===== src/rtl/uart_tx_dev.sv =====
// uart_tx_dev: memory-mapped UART transmitter with a small TX FIFO, a
// programmable bit divisor and a sticky end-of-transmission interrupt.
module uart_tx_dev #(
    parameter int          FIFO_DEPTH = 4,
    parameter logic [15:0] DIV_RESET  = 16'd5208
) (
    input  logic        clk,
    input  logic        reset,
    input  logic [1:0]  Addr,
    input  logic        WE,
    input  logic [31:0] DIn,
    output logic [31:0] DOut,
    output logic        IntReq,
    output logic        TxD
);
    localparam int PTR_W = (FIFO_DEPTH > 1) ? $clog2(FIFO_DEPTH) : 1;
    localparam int CNT_W = PTR_W + 1;
    localparam logic [CNT_W-1:0] DEPTH_C = CNT_W'(FIFO_DEPTH);

    typedef enum logic [1:0] {IDLE, START, DATA, STOP} state_t;

    logic [1:0]       r_rstSync;
    state_t           r_state;
    logic             r_txd;
    logic [7:0]       r_shift;
    logic [2:0]       r_bitCnt;
    logic [15:0]      r_timer;
    logic [15:0]      r_divLatch;
    logic [15:0]      r_div;
    logic             r_ie;
    logic             r_ipend;
    logic             r_ovf;
    logic             r_intReq;
    logic [7:0]       r_mem [FIFO_DEPTH];
    logic [PTR_W-1:0] r_wrPtr;
    logic [PTR_W-1:0] r_rdPtr;
    logic [CNT_W-1:0] r_count;

    logic        w_active;
    logic        w_wrData;
    logic        w_wrStatus;
    logic        w_wrCtrl;
    logic        w_wrDiv;
    logic        w_full;
    logic        w_empty;
    logic        w_busy;
    logic        w_push;
    logic        w_drop;
    logic        w_timerDone;
    logic [15:0] w_divEff;
    logic        w_unusedDin;

    state_t      w_nextState;
    logic        w_txdNext;
    logic [7:0]  w_shiftNext;
    logic [2:0]  w_bitCntNext;
    logic [15:0] w_timerNext;
    logic [15:0] w_divLatchNext;
    logic        w_pop;
    logic        w_setIpend;
    logic        w_frameStart;

    // Reset asserts asynchronously but its release is delayed two edges, so
    // nothing acts on an edge that coincides with a ragged release.
    always_ff @(posedge clk or negedge reset) begin
        if (!reset) r_rstSync <= 2'b00;
        else        r_rstSync <= {r_rstSync[0], 1'b1};
    end

    assign w_active    = r_rstSync[1];
    assign w_wrData    = w_active && WE && (Addr == 2'd0);
    assign w_wrStatus  = w_active && WE && (Addr == 2'd1);
    assign w_wrCtrl    = w_active && WE && (Addr == 2'd2);
    assign w_wrDiv     = w_active && WE && (Addr == 2'd3);
    assign w_full      = (r_count == DEPTH_C);
    assign w_empty     = (r_count == '0);
    assign w_busy      = (r_state != IDLE);
    assign w_push      = w_wrData && (!w_full || w_pop);
    assign w_drop      = w_wrData && w_full && !w_pop;
    assign w_timerDone = (r_timer == 16'd0);
    assign w_divEff    = (r_div == 16'd0) ? 16'd1 : r_div;
    assign w_unusedDin = ^DIn[31:16];

    // Next-state logic: every state holds for the latched divisor, and a frame
    // start (from IDLE or straight out of STOP) pops the FIFO head.
    always_comb begin
        w_nextState    = r_state;
        w_txdNext      = r_txd;
        w_shiftNext    = r_shift;
        w_bitCntNext   = r_bitCnt;
        w_timerNext    = r_timer;
        w_divLatchNext = r_divLatch;
        w_pop          = 1'b0;
        w_setIpend     = 1'b0;
        w_frameStart   = 1'b0;
        case (r_state)
            IDLE: begin
                w_txdNext = 1'b1;
                if (w_active && !w_empty) w_frameStart = 1'b1;
            end
            START: begin
                if (w_timerDone) begin
                    w_nextState = DATA;
                    w_txdNext   = r_shift[0];
                    w_timerNext = r_divLatch - 16'd1;
                end else begin
                    w_timerNext = r_timer - 16'd1;
                end
            end
            DATA: begin
                if (w_timerDone) begin
                    w_timerNext = r_divLatch - 16'd1;
                    if (r_bitCnt == 3'd7) begin
                        w_nextState = STOP;
                        w_txdNext   = 1'b1;
                    end else begin
                        w_shiftNext  = {1'b0, r_shift[7:1]};
                        w_txdNext    = r_shift[1];
                        w_bitCntNext = r_bitCnt + 3'd1;
                    end
                end else begin
                    w_timerNext = r_timer - 16'd1;
                end
            end
            STOP: begin
                if (w_timerDone) begin
                    if (!w_empty) begin
                        w_frameStart = 1'b1;
                    end else begin
                        w_nextState = IDLE;
                        w_setIpend  = 1'b1;
                        w_txdNext   = 1'b1;
                    end
                end else begin
                    w_timerNext = r_timer - 16'd1;
                end
            end
            default: begin
                w_nextState = IDLE;
                w_txdNext   = 1'b1;
            end
        endcase
        if (w_frameStart) begin
            w_pop          = 1'b1;
            w_nextState    = START;
            w_txdNext      = 1'b0;
            w_shiftNext    = r_mem[r_rdPtr];
            w_bitCntNext   = 3'd0;
            w_divLatchNext = w_divEff;
            w_timerNext    = w_divEff - 16'd1;
        end
    end

    // Transmitter state, shifter, bit timer and the registered serial line.
    always_ff @(posedge clk or negedge reset) begin
        if (!reset) begin
            r_state    <= IDLE;
            r_txd      <= 1'b1;
            r_shift    <= 8'd0;
            r_bitCnt   <= 3'd0;
            r_timer    <= 16'd0;
            r_divLatch <= 16'd0;
        end else begin
            r_state    <= w_nextState;
            r_txd      <= w_txdNext;
            r_shift    <= w_shiftNext;
            r_bitCnt   <= w_bitCntNext;
            r_timer    <= w_timerNext;
            r_divLatch <= w_divLatchNext;
        end
    end

    // FIFO pointers and occupancy; a push and a pop in the same cycle cancel.
    always_ff @(posedge clk or negedge reset) begin
        if (!reset) begin
            r_wrPtr <= '0;
            r_rdPtr <= '0;
            r_count <= '0;
        end else begin
            if (w_push) r_wrPtr <= r_wrPtr + PTR_W'(1);
            if (w_pop)  r_rdPtr <= r_rdPtr + PTR_W'(1);
            if (w_push && !w_pop)      r_count <= r_count + CNT_W'(1);
            else if (!w_push && w_pop) r_count <= r_count - CNT_W'(1);
        end
    end

    // FIFO storage needs no reset; the pointers decide what is valid.
    always_ff @(posedge clk) begin
        if (w_push) r_mem[r_wrPtr] <= DIn[7:0];
    end

    // CPU-visible registers; hardware set of a sticky flag wins over a clear.
    always_ff @(posedge clk or negedge reset) begin
        if (!reset) begin
            r_div    <= DIV_RESET;
            r_ie     <= 1'b0;
            r_ipend  <= 1'b0;
            r_ovf    <= 1'b0;
            r_intReq <= 1'b0;
        end else begin
            if (w_wrCtrl) r_ie  <= DIn[0];
            if (w_wrDiv)  r_div <= DIn[15:0];
            if (w_setIpend)                 r_ipend <= 1'b1;
            else if (w_wrStatus && DIn[3])  r_ipend <= 1'b0;
            if (w_drop)                     r_ovf <= 1'b1;
            else if (w_wrStatus && DIn[4])  r_ovf <= 1'b0;
            r_intReq <= r_ipend & r_ie;
        end
    end

    // Combinational read mux.
    always_comb begin
        DOut = 32'd0;
        case (Addr)
            2'd1:    DOut = {27'd0, r_ovf, r_ipend, w_busy, w_empty, w_full};
            2'd2:    DOut = {31'd0, r_ie};
            2'd3:    DOut = {16'd0, r_div};
            default: DOut = 32'd0;
        endcase
    end

    assign TxD    = r_txd;
    assign IntReq = r_intReq;

endmodule


===== config.mk =====
export PLATFORM = sky130hd
export DESIGN_NAME = uart_tx_dev
export DESIGN_NICKNAME = d
export VERILOG_FILES = /design/src/rtl/uart_tx_dev.sv
export SDC_FILE = /design/constraint.sdc
export NUM_CORES = 1
export LEC_CHECK = 0
export CORE_MARGIN = 10
export CORE_UTILIZATION = 45
export DETAILED_ROUTE_END_ITERATION = 10
export PLACE_DENSITY = 0.67
export SLEW_MARGIN = 5
export SYNTH_ARGS = -nofsm -noshare
export SYNTH_HDL_FRONTEND = slang
export SYNTH_SLANG_ARGS = --single-unit
export TNS_END_PERCENT = 30

===== constraint.sdc =====
create_clock -name clk -period 9 [get_ports clk]
set_input_delay 1.8 -clock clk [delete_from_list [all_inputs] [get_ports clk]]
set_output_delay 1.8 -clock clk [all_outputs]
set_load 0.1 [all_outputs]

## Word-level counts from Yosys, hierarchy flattened

Memories as Yosys holds them, arrays and structs flattened.
Cells that the tools add are included.

- Add/subtract/negate cells: 8
- Eq/ne operators: 15
- Mux-type cells: 44
- Bitwise logic cells: 1
- Reduce and logical (&&, ||, !) cells: 36

Operator list:

| cell | count |
|---|---|
| $mux W16 | 4 |
| $pmux W16 S3 | 1 |
| $sub A16 B1 Y16 const B | 3 |
| $logic_not A16 Y1 | 2 |
| $mux W8 | 4 |
| $pmux W16 S2 | 1 |
| $mux W1 | 19 |
| $mux W3 | 6 |
| $ne A3 B3 Y1 const B | 6 |
| $logic_and A1 B1 Y1 | 13 |
| $mux W2 | 6 |
| $reduce_bool A2 Y1 | 6 |
| $eq A2 B2 Y1 const B | 4 |
| $add A3 B1 Y3 const B | 2 |
| $eq A3 B3 Y1 const B | 2 |
| $pmux W2 S3 | 1 |
| $reduce_and A6 Y1 | 1 |
| $add A2 B1 Y2 const B | 2 |
| $eq A2 B1 Y1 const B | 2 |
| $logic_not A1 Y1 | 4 |
| $logic_not A2 Y1 | 2 |
| $pmux W1 S4 | 1 |
| $reduce_and A4 Y1 | 1 |
| $reduce_bool A4 Y1 | 1 |
| other kinds (10) | 10 |

- Register bits after elaboration: 75
- Memory bits (writable): 32
- Bits of input ports: 37
- Output and inout bits: 34
- Logic and storage cells: 120
- Memories: 1

Memory list:

| memory | words | bits a word | read ports | clocked after memory_dff | write ports | RTL line | RTL |
|---|---|---|---|---|---|---|---|
| r_mem | 4 | 8 | 1 | 0 | 1 | 34 | `logic [7:0] r_mem [FIFO_DEPTH];` |

## Logic depth before layout (Yosys ltp)

Gate-level depths: netlist of the first run.

- Depth after elaboration: 12
- Mapped depth: 14
- Gate-level depth less buffers: 13

## Worst setup path before layout of the first run

No wires, ideal clock.

- Path kind: in2out
- From: input port Addr[0]
- To: output port DOut[0]
- Arrival time: 3,866 ps
- Data required time: 7,200 ps
- Slack: 3,334 ps
- Stages: 3
- Buffers on the path: 2
- Cells stage by stage: clkbuf_1 clkbuf_1 mux2i_1

- Cells in the longest elaborated chain, start to end: 2
- Elaborated cells on any way between the ends: 4
- Those cells by class: eq/ne (3); mux (1)

RTL lines:

| item | RTL line | RTL |
|---|---|---|
| start, declared | 9 | `input logic [1:0] Addr,` |
| $eq A2 B2 Y1 / $eq A2 B1 Y1 (equally long branches) | 214 | `case (Addr)` |
| $pmux W16 S3 * | 214 |  |
| end, declared | 12 | `output logic [31:0] DOut,` |

Every way passes the cells marked *; elsewhere a longest branch is shown, timed or not.

## Worst setup path after layout of the first run

- From: input port Addr[1]
- To: output port DOut[2]

The elaborated chain is that of the path after synthesis.

==> flow_summary.ini, run 1 <==
[run_status]
outcome = finished, final reports clean

[clock_tree]
hold_buffers = 0
post_cts_resized = 0
clockBufferDepth = 2
cts_buffers = 9
cts_setup_buffers = 0
clkSinkCount = 107
clk_latency_ns = 0.35
path_clk_slew_ns = 0.07
root_buffer = clkbuf_16
h-tree-depth = 3
tritoncts = yes

[floorplan]
rows = 41
pin_count = 71
core_area_mm2 = 0.01272
die_area_mm2 = 0.01808
start_util_pct = 46.33
fp.dieH_um = 134.5
die_x_um = 134.5

[cells_and_area]
finalNetCount = 643
layout_common_cells = 83 x nand2_1, 69 x dfrtp_1, 37 x clkdlybuf4s50_1
n_antenna_cell = 0
drive_gt1_share_pct = 10.79
fillers = 1141
area_growth_pct = 12.57
layout_commonest_cell = nand2_1
fin_util_pct = 52.15

[worst_setup_path]
cp_top_family = buffers and inverters
path_buf_inv = 2
cp-start-kind = input port
crit_path_end_kind = output pin
path_cells = clkdlybuf4s50_1, o21ai_0, and2_1, clkdlybuf4s50_1
startpoint = Addr[1]
crit_path_max_incr_delay_ns = 1.14
arrival_ns = 4.25
cp_slowest_cell = clkdlybuf4s50_1
path_depth = 4
crit_path_max_fanout = 23
cpMostUsedCell = clkdlybuf4s50_1
r2r_start = r_state[1]
crit_required_ns = 7.20
worstRegToRegCells = 11
reg2reg_to = r_count[1]
reg2reg_slack_ns = 4.85
crit_type = input port to output pin
endpoint = DOut[2]

[timing]
max-slew-margin-rel_pct = 34.00
finalSetupViolations = 0
hold_slack_ns = 0.3532
hold_viol = 0
max_freq_ghz = 0.1652
clock_skew_ns = 0.007511
tightest_slew_ns = 0.9869
rsz0062_at_grt = false
fin_crit_ns = 6.052
maxSlewViolCount = 0
setup-tns-final_ns = 0
period_share_pct = 67.25

[power_and_ir_drop]
power.leakage_nw = 2.691
power_mw = 1.922
powerDensity_mw_per_mm2 = 289.7
peakVddDrop_uv = 156.8

[yosys]
synthCells = 564
yosysUniqueCellTypes = 68
ys_ff_latch = 107
ys.flop_type = dfrtp_1
async_flop_share_pct = 70.09
yosysWarnings = 0
synth_area_mm2 = 0.005894
yosysSeqAreaShare_pct = 48.27
synth-edff-count = 32
syn_avg_cell_area_um2 = 10.45

[global_route]
grt_start_max_net_pins = 76
grtUsageTotal_pct = 14.84
grt_first_pass_wirelength_um = 21850
antenna_found_initial = 0
grt_pass1_vias = 4294
grt-ovfl-total = 0

[drt]
viasPerCell = 5.575
vias = 4265
drtIter0Drc = 274
ant_nets = 0
dr.pass1.iters = 5
wire_per_inst_um = 17.26
drcViolationCount = 0
routed_wl_um = 13200

[placement]
numPortBuffers = 38
gp_congestion = 0.8681
dp_hpwl_um = 9333

[worst_hold_path]
min_path_type = register to register

[run]
cap_violations = 0
==> logic make-up after synthesis <==
family | synth area share, %
flip-flops | 48.27
XOR/XNOR | 5.201
adder cells (fa/ha/maj) | 3.948
other | 0.1274
AO/OA/AOI/OAI | 9.956
AND/OR/NAND/NOR | 18.72
multiplexers | 9.212
buffers and inverters | 4.564
==> flip-flops by register name, summed over array words and instances, names as in the netlist <==
name,flops
r_wrPtr,2
r_count,3
IntReq,1
r_bitCnt,3
r_div,16
TxD,1
r_shift,8
r_divLatch,16
r_ovf,1
r_rstSync,2
r_timer,16
r_mem,32
r_ipend,1
r_rdPtr,2
r_state,2
r_ie,1
==> how the worst min path moves through the flow <==
stage / end / cells after the start / slack [ns] / from
2_1_floorplan: r_rstSync[1] / 0 / 0.33 / r_rstSync[0]
3_3_place_gp: r_rstSync[1] / 0 / 0.34 / r_rstSync[0]
3_5_place_dp: r_rstSync[1] / 0 / 0.34 / r_rstSync[0]
4_1_cts: r_rstSync[1] / 0 / 0.35 / r_rstSync[0]
5_1_grt: r_rstSync[1] / 0 / 0.37 / r_rstSync[0]
6_report: r_rstSync[1] / 0 / 0.35 / r_rstSync[0]
==> synth_stat cells, types with 3 or more instances <==
master / n / area share [%]
or4_1: 5 / 0.64
o22ai_1: 6 / 0.64
a22oi_1: 3 / 0.38
inv_1: 13 / 0.83
nor2b_1: 3 / 0.32
o211ai_1: 5 / 0.64
a2bb2oi_1: 3 / 0.45
nand3_1: 3 / 0.25
a31oi_1: 4 / 0.42
mux4_2: 8 / 3.1
ha_1: 17 / 3.6
a21oi_1: 18 / 1.5
nor2_1: 36 / 2.3
buf_1: 4 / 0.25
a211o_1: 4 / 0.59
or2_2: 3 / 0.32
nand2_1: 83 / 5.3
mux2_2: 17 / 3.2
edfxtp_1: 32 / 16
nor4_1: 8 / 0.85
o31ai_1: 4 / 0.51
clkbuf_1: 19 / 1.2
nand2b_1: 4 / 0.42
nand4_1: 7 / 0.74
and2_1: 9 / 0.96
or3_1: 6 / 0.64
mux2i_1: 16 / 2.7
dfstp_2: 6 / 2.7
xor2_1: 15 / 2.2
xnor2_1: 20 / 3.0
and3_1: 12 / 1.3
dfrtp_1: 69 / 29
nor3_1: 17 / 1.4
o21ai_0: 28 / 2.4
buf_4: 16 / 2.0
==> metal layers <==
metal | vias up | part of all wire (%) | global-route usage (%)
met5 | - | 0 | 0
met4 | 0 | 0.92 | 4.293
met3 | 8 | 5.8 | 3.301
met2 | 133 | 48 | 24.14
met1 | 2089 | 46 | 19.37
li1 | 2035 | - | -
==> metrics by stage <==
| step | setup WS [ns] | std cells | instance area [um^2] |
|---|---|---|---|
| 6_report | 2.948 | 765 | 6635 |
| 5_1_grt | 2.791 | 765 | 6635 |
| 4_1_cts | 2.921 | 765 | 6635 |
| 3_5_place_dp | 2.937 | 749 | 6341 |
| 3_3_place_gp | 2.985 | 749 | 6341 |
| 2_1_floorplan | 3.334 | 579 | 5951 |
==> cell type report <==
class | instances | area [um^2] | share of cell area, %
tap | 172 | 215.2 | 3.243
sequential | 107 | 2845 | 42.88
multi-input combinational | 417 | 2843 | 42.84
inverter | 14 | 52.55 | 0.7920
clock buffer | 9 | 225.2 | 3.394
clock inverter | 7 | 68.82 | 1.037
timing repair buffer | 39 | 385.4 | 5.808
==> power breakdown <==
| part | total, mW | internal (mW) | switching, mW |
|---|---|---|---|
| logic | 0.714 | 0.305 | 0.409 |
| clock network | 0.390 | 0.196 | 0.194 |
| registers | 0.819 | 0.633 | 0.186 |
(Power assumes the default switching activity.)
==> inputs of run 2 (changes only) <==
clock period = 5.8 ns   (was 9 ns; I/O delays follow)
==> flow_summary.ini, run 2 (synthesis results as in run 1) <==
[cells_and_area]
fillers = 1173
finalNetCount = 643
drive_gt1_share_pct = 13.66
stdcell_count = 765
final_cell_area_mm2 = 0.006604
area_growth_pct = 12.04
layout_common_cells = 83 x nand2_1, 69 x dfrtp_1, 36 x nor2_1
largest_reg_flops = 32
top_register = r_mem
register_area_mm2 = 0.002845
layout_commonest_cell = nand2_1
n_antenna_cell = 0
multi_input_area_mm2 = 0.002843

[floorplan]
die_x_um = 134.5
core_area_mm2 = 0.01272
die_area_mm2 = 0.01808
rows = 41
pin_count = 71
start_util_pct = 46.33
fp.dieH_um = 134.5

[worst_setup_path]
cpMostUsedCell = ha_1
arrival_ns = 4.35
crit_path_max_fanout = 53
crit_path_end_kind = register
crit_path_max_incr_delay_ns = 0.55
crit_required_ns = 6.04
crit_type = register to register
path_buf_inv = 3
cp_slowest_cell = ha_1
cp_top_family = adder cells
cp-start-kind = register
path_cells = ha_1, nor4b_1, nand4_1, a21boi_1, nor3_4, buf_4, inv_2, ha_1, inv_1, fa_1, mux2_2

[placement]
postPlaceCellArea_mm2 = 0.006301
place_inst = 749
numPortBuffers = 38
dp_hpwl_um = 9339
gp_congestion = 0.8668

[drt]
vias = 4212
routed_wl_um = 13090
viasPerCell = 5.506
drcViolationCount = 0
drtIter0Drc = 183
wire_per_inst_um = 17.11
ant_nets = 0
dr.pass1.iters = 5

[clock_tree]
root_buffer = clkbuf_16
h-tree-depth = 3
tritoncts = yes
post_cts_resized = 0
clockBufferDepth = 2
path_clk_slew_ns = 0.08
clk_latency_ns = 0.35
cts_setup_buffers = 0
clkSinkCount = 107
hold_buffers = 0
cts_buffers = 9

[global_route]
antenna_found_initial = 0
grt-ovfl-total = 0
grt_pass1_vias = 4236
grt_start_max_net_pins = 76
grtUsageTotal_pct = 14.84
grt_first_pass_wirelength_um = 21980

[timing]
max-slew-margin-rel_pct = 34.04
rsz0062_at_grt = false
max_freq_ghz = 0.2431
fin_crit_ns = 4.114
finalSetupViolations = 0
maxSlewViolCount = 0
setup-tns-final_ns = 0
period_share_pct = 70.93
hold_slack_ns = 0.3540
tightest_slew_ns = 0.9865
hold_viol = 0
clock_skew_ns = 0.006695

[power_and_ir_drop]
powerDensity_mw_per_mm2 = 450.8
power.leakage_nw = 2.718
peakVddDrop_uv = 199.1

[worst_hold_path]
min_path_type = register to register

[run_status]
outcome = finished, final reports clean

[run]
cap_violations = 0
run 2: cell types whose count changed in the layout (fill, tap and decap cells not counted), sizes merged:
| cell | delta |
|---|---|
| clkdlybuf4s50 | -16 |
| clkinvlp | +1 |
| buf | +16 |
| inv | -1 |
run 2: routing by layer:
layer	share of wire [%]	wire length, um	vias up	global-route usage, %
met2	47	6186	112	23.42
met4	1.4	187	0	4.716
li1	-	-	2028	-
met1	46	5996	2061	20.19
met3	5.5	720	11	2.671
met5	0	0	-	0
run 2: stage by stage:
stage	setup WS, ns	power, mW	util [%]
6_report	1.686	2.977	51.91
5_1_grt	1.395	3.179	51.91
4_1_cts	1.724	2.987	51.91
3_5_place_dp	1.742	2.378	49.53
3_3_place_gp	1.823	2.339	49.53
2_1_floorplan	1.414	2.091	-
run 2: worst register-to-register path: cells and delay by family, from the launching register on:
family / cells / cell delay (ns)
AOI/OAI and AO/OA: 1 / 0.28
adders and majority gates: 3 / 1.32
buffers and inverters: 3 / 0.97
DFF: 1 / 0.43
muxes: 1 / 0.26
and+or+nand+nor: 3 / 0.75
run 2: power breakdown:
part,leakage (nW),internal (mW),switching [mW]
clock,0.144,0.306,0.303
sequential,1.21,0.982,0.287
combinational,1.36,0.468,0.632
total,2.72,1.76,1.22
run 2: final timing paths:
check / start / endpoint / slack, ns / cells after the start
min in group asynchronous: reset / r_div[9] / 0.96 / 1
worst min register to register: r_rstSync[0] / r_rstSync[1] / 0.35 / 0
worst max-delay path: r_state[1] / r_count[1] / 1.69 / 11
worst min-delay path: r_rstSync[0] / r_rstSync[1] / 0.35 / 0
max in group asynchronous: reset / r_div[1] / 4.22 / 1
worst max register to register: r_state[1] / r_count[1] / 1.69 / 11
run 2: layout make-up:
type                       instances  share of cell area [%]
multi-input combinational        417                   43.05
sequential                       107                   43.08
inverter                          14                  0.7958
clock inverter                     7                   1.175
tap                              172                   3.259
clock buffer                       9                   3.410
timing repair buffer              39                   5.229
